$ cat config.mk
export PLATFORM = sky130hd
export DESIGN_NAME = noc_input_port
export DESIGN_NICKNAME = d
export VERILOG_FILES = /design/src/rtl/noc_input_port.sv
export SDC_FILE = /design/constraint.sdc
export NUM_CORES = 1
export LEC_CHECK = 0
export CORE_MARGIN = 5
export CORE_UTILIZATION = 30
export CTS_CLUSTER_DIAMETER = 40
export DETAILED_ROUTE_END_ITERATION = 6
export PLACE_DENSITY = 0.48
export SETUP_SLACK_MARGIN = 0.4
export SYNTH_ARGS = -nofsm -noshare
export SYNTH_HDL_FRONTEND = slang
export SYNTH_SLANG_ARGS = --single-unit
$ cat constraint.sdc
create_clock -name clk -period 7 [get_ports clk]
set_clock_uncertainty 0.15 [all_clocks]
set_input_delay 2.1 -clock clk [delete_from_list [all_inputs] [get_ports clk]]
set_output_delay 2.1 -clock clk [all_outputs]
set_load 0.005 [all_outputs]
$ cat src/rtl/noc_input_port.sv
// Router input port: DEPTH-entry flit FIFO with XY route labelling of the head flit.
// Optional saturating dropped-write counter enabled by defining NOC_INPUT_DROP_CNT_EN.
module noc_input_port #(
    parameter int DEPTH    = 8,
    parameter int WIDTH    = 3,
    parameter int DATASIZE = 40,
    parameter int LOCAL_X  = 0,
    parameter int LOCAL_Y  = 0
) (
    input  logic                clk,
    input  logic                rst,
    input  logic                data_valid,
    input  logic [DATASIZE-1:0] data_in,
    output logic                full,
    input  logic                ready,
    output logic [3:0]          label,
    output logic [DATASIZE-1:0] data_out,
    output logic [WIDTH:0]      count,
    output logic [7:0]          drop_cnt
);

    localparam logic [WIDTH:0] FULL_COUNT  = (WIDTH+1)'(DEPTH);
    localparam logic [WIDTH:0] EMPTY_COUNT = (WIDTH+1)'(0);
    localparam logic [1:0]     LX          = 2'(LOCAL_X);
    localparam logic [1:0]     LY          = 2'(LOCAL_Y);

    logic [DATASIZE-1:0] mem_r [DEPTH];
    logic [WIDTH-1:0]    wr_ptr_r;
    logic [WIDTH-1:0]    rd_ptr_r;
    logic [WIDTH:0]      count_r;
    logic [WIDTH:0]      count_next_s;
    logic                full_r;
    logic                push_s;
    logic                pop_s;
    logic [DATASIZE-1:0] head_s;
    logic [3:0]          label_s;

    // Dimension-ordered route: resolve X first, then Y; equal in both means local.
    function automatic logic [2:0] xy_route(input logic [3:0] dst);
        logic [1:0] dx;
        logic [1:0] dy;
        logic [2:0] dir;
        dx = dst[3:2];
        dy = dst[1:0];
        if (dx > LX) begin
            dir = 3'd2;
        end else if (dx < LX) begin
            dir = 3'd4;
        end else if (dy > LY) begin
            dir = 3'd1;
        end else if (dy < LY) begin
            dir = 3'd3;
        end else begin
            dir = 3'd0;
        end
        return dir;
    endfunction

    // Full is judged on the registered state only, so ready never reaches full combinationally.
    assign push_s = data_valid && !full_r;
    assign pop_s  = ready && (count_r != EMPTY_COUNT);

    // Next occupancy from the push/pop pair
    always_comb begin
        count_next_s = count_r;
        case ({push_s, pop_s})
            2'b10:   count_next_s = count_r + (WIDTH+1)'(1);
            2'b01:   count_next_s = count_r - (WIDTH+1)'(1);
            default: count_next_s = count_r;
        endcase
    end

    // Pointers, occupancy and full flag
    always_ff @(posedge clk or posedge rst) begin
        if (rst) begin
            wr_ptr_r <= WIDTH'(0);
            rd_ptr_r <= WIDTH'(0);
            count_r  <= EMPTY_COUNT;
            full_r   <= 1'b0;
        end else begin
            if (push_s) begin
                wr_ptr_r <= wr_ptr_r + WIDTH'(1);
            end
            if (pop_s) begin
                rd_ptr_r <= rd_ptr_r + WIDTH'(1);
            end
            count_r <= count_next_s;
            full_r  <= (count_next_s == FULL_COUNT);
        end
    end

    // Flit storage; contents are meaningless once count returns to zero, so no reset
    always_ff @(posedge clk) begin
        if (push_s) begin
            mem_r[wr_ptr_r] <= data_in;
        end
    end

    assign head_s = mem_r[rd_ptr_r];

    // Route request for the head flit, forced to zero while empty
    always_comb begin
        label_s = 4'b0000;
        if (count_r != EMPTY_COUNT) begin
            label_s = {1'b1, xy_route(head_s[35:32])};
        end else begin
            label_s = 4'b0000;
        end
    end

    assign data_out = head_s;
    assign label    = label_s;
    assign count    = count_r;
    assign full     = full_r;

`ifdef NOC_INPUT_DROP_CNT_EN
    logic [7:0] drop_cnt_r;

    // Saturating count of writes offered while full
    always_ff @(posedge clk or posedge rst) begin
        if (rst) begin
            drop_cnt_r <= 8'd0;
        end else if (data_valid && full_r && (drop_cnt_r != 8'hFF)) begin
            drop_cnt_r <= drop_cnt_r + 8'd1;
        end else begin
            drop_cnt_r <= drop_cnt_r;
        end
    end

    assign drop_cnt = drop_cnt_r;
`else
    assign drop_cnt = 8'd0;
`endif

endmodule

==> results.toml <==
[outcome]
outcome = "complete, no violations"

[finish]
stdcell_area_sq_um = 16000
final_cell_mix = "edfxtp_1, clkdlybuf4s50_1, mux4_2, clkbuf_16, mux2_2"
diodes = 0
drive_above_1_share_pct = 32.6
nFillCells = 3791
layout_commonest_cell = "edfxtp_1"
area_growth_pct = 25.4
multi_input_area_sq_um = 2780
fin_nets = 743
seqCellArea_sq_um = 9890

[yosys]
synth_top_area_share_pct = 75.1
yosysWarnings = 0
synth_top_family_by_area = "multiplexers"
synth_area_leaders = "edfxtp_1, mux4_2, mux2_2"
muxShareOfSynthArea_pct = 17.8
ys_seq_elements = 331
yosys.area_share.adder_pct = 0.391
synth-xor-area-share_pct = 0.547
avgSynthCellArea_sq_um = 22.9
yosysTopAreaCell = "edfxtp_1"
synthSimpleGateAreaFrac_pct = 1.72
synth_cells = 560
ys_seq_area_share_pct = 77.2
synth-compound-area-share_pct = 0.547
syn_area_sq_um = 12800
synth.distinct_cells = 31

[placement]
placed_cell_area_sq_um = 14400
io_buffers = 91
gp_congestion = 0.720
dp_hpwl_microns = 16700

[timing]
period_share_pct = 79.2
worst_pin_slew_ps = 888
maxSlewViolCount = 0
setup-violations-final = 0
relSlewSlack_pct = 40.7
period_needed_ps = 5550
fmaxAchievable_mhz = 180
final.setup.tns_ps = 0
hold_viol_final = 0
rsz0062_at_grt = "no"

[critical_path]
reg2reg_slack_ps = 3980
worst-path-max-fanout = 50
critPathArrivalTime_ps = 3300
worstPathCellList = "buf_4 > mux4_2 > mux2_2 > clkdlybuf4s50_1"
crit_start = "rd_ptr_r[1]$_DFFE_PP0P_"
cp_slowest_stage_delay_ps = 980
r2r_end = "full$_DFF_PP0_"
crit_cells = 4
critPathTopFamily = "buffers and inverters"
setup.worst_path.end_class = "output port"
crit_path_end = "data_out[12]"
path_class = "register to output port"
crit_buf_inv = 2
cp.required_ps = 4750
startpoint_type = "register"
cp_slowest_cell = "dfrtp_4"
ff2ff_path_depth = 9
r2r-start = "count[1]$_DFF_PP0_"

[floorplanning]
die-area_sq_um = 46900
io_pins = 101
start_util_pct = 30.4
row_count = 75
die_x_microns = 217
core_sq_um = 42000
dieHeight_microns = 217

[hold_path]
hp-class = "register to register"
hp-start = "full$_DFF_PP0_"

[drt]
vias_per_cell = 4.69
drcViolationCount = 0
firstDrtPassIters = 4
wirelength_microns = 28400
via_count = 5971
drt-initial-drc-count = 324
wl_per_cell_microns = 22.3
ant_nets = 0

[clocking]
numClockSinks = 331
cts_tree = "built"
cts.path.max_buffers = 3
clock_latency_ps = 540
cts_resized = 0
htreeDepth = 2
clk_pin_slew_ps = 50
numCtsBuffers = 49
postCtsSetupBuffers = 0
cts_hold_buf = 0
cts_root_buf = "clkbuf_16"

[global_route]
grt_usage_pct = 12.1
grt_pass1_wl_microns = 42800
grt_pass1_vias = 6620
grt_max_degree = 51
antenna_found_initial = 4
gr-total-overflow = 0

[power_and_ir_drop]
p_sw_uw = 1990
cellLeakagePower_uw = 0.00518
p_clk_share_pct = 33.0
total_power_uw = 7070
p_per_area_nw_per_um2 = 441
comb_power_share_pct = 28.1
switching_share_pct = 28.1
seq_power_share_pct = 38.9
internal-power_uw = 5080
peakVddDrop_mv = 0.209

[flow_run]
drv_cap = 0
==> cells in the mapped netlist <==
cell type and n:
buf_6 1, nor2_1 7, clkbuf_1 8, and2_1 1, mux4_2 80, or2_2 1, o21ai_0 3, ha_1 4
o41ai_1 2, conb_1 1, buf_1 6, edfxtp_1 320, nand3_1 4, nor2b_1 1, nor4_1 1, nor3_2 1
a21oi_1 4, a221oi_1 1, nor3_1 5, a211o_1 1, nand2b_1 4, or4_1 1, nand3_2 1, buf_4 13
buf_2 9, and4b_1 3, nand2_1 11, mux2_2 42, inv_1 5, dfrtp_1 11, xnor2_1 8
==> sequential cells by signal, indices dropped and copies added (netlist names) <==
name	flops
count	4
full	1
mem_r	320
rd_ptr_r	3
wr_ptr_r	3
==> worst min path at each step <==
| stage | end | slack, ps | depth (start not counted) |
|---|---|---|---|
| after floorplan | wr_ptr_r[2]$_DFFE_PP0P_ | 380 | 1 |
| after global placement | count[3]$_DFF_PP0_ | 460 | 2 |
| after detailed placement | wr_ptr_r[1]$_DFFE_PP0P_ | 460 | 3 |
| after CTS | wr_ptr_r[1]$_DFFE_PP0P_ | 460 | 3 |
| after global routing | wr_ptr_r[1]$_DFFE_PP0P_ | 480 | 3 |
| final | wr_ptr_r[1]$_DFFE_PP0P_ | 440 | 3 |
==> power by group through the flow <==
stage / sequential, uW / clock, uW / combinational, uW
floorplan: 2620 / 0 / 1250
global placement: 2780 / 0 / 2040
detailed placement: 2800 / 0 / 2050
CTS: 2760 / 2400 / 2060
global route: 2790 / 2490 / 2160
finish: 2750 / 2340 / 1990
==> cells by family after synthesis <==
group	Yosys count
and+or+nand+nor	41
muxes	122
DFF	331
adders and majority gates	4
buffers and inverters	42
other	1
xor gates and xnor gates	8
AOI/OAI and AO/OA	11
==> per-stage QoR <==
stage / util, % / setup WS [ps] / instances / hold WS [ps]
6_report: 38.2 / 1450 / 1273 / 442
3_3_place_gp: 34.3 / 1920 / 1183 / 464
2_1_floorplan: - / 939 / 568 / 383
5_1_grt: 38.2 / 1230 / 1273 / 484
3_5_place_dp: 34.3 / 1910 / 1183 / 457
4_1_cts: 38.2 / 1300 / 1273 / 465
==> final cells by class <==
type,count,share of cell area [%]
Multi-Input combinational cell,195,17.3
Clock inverter,34,1.94
Sequential cell,331,61.7
Inverter,5,0.117
Clock buffer,56,8.07
Tap cell,539,4.20
Timing Repair Buffer,113,6.71
==> worst reg2reg max path, cell delays in order (launching register included) <==
cell      delay (ps)
dfrtp_1          480
or4_1            670
nand2_1          190
inv_1             80
ha_1             420
nand2b_1         200
a211o_1          130
o41ai_1           70
a221oi_1         310
and4b_1          250
==> per-layer routing <==
layer  global-route usage [%]  share of wire (%)
met1                     15.6                 43
met2                     20.3                 50
met3                     3.17                5.2
met4                     3.29                2.0
met5                        0               0.15
Note: power is estimated with default switching activity, not from simulation.
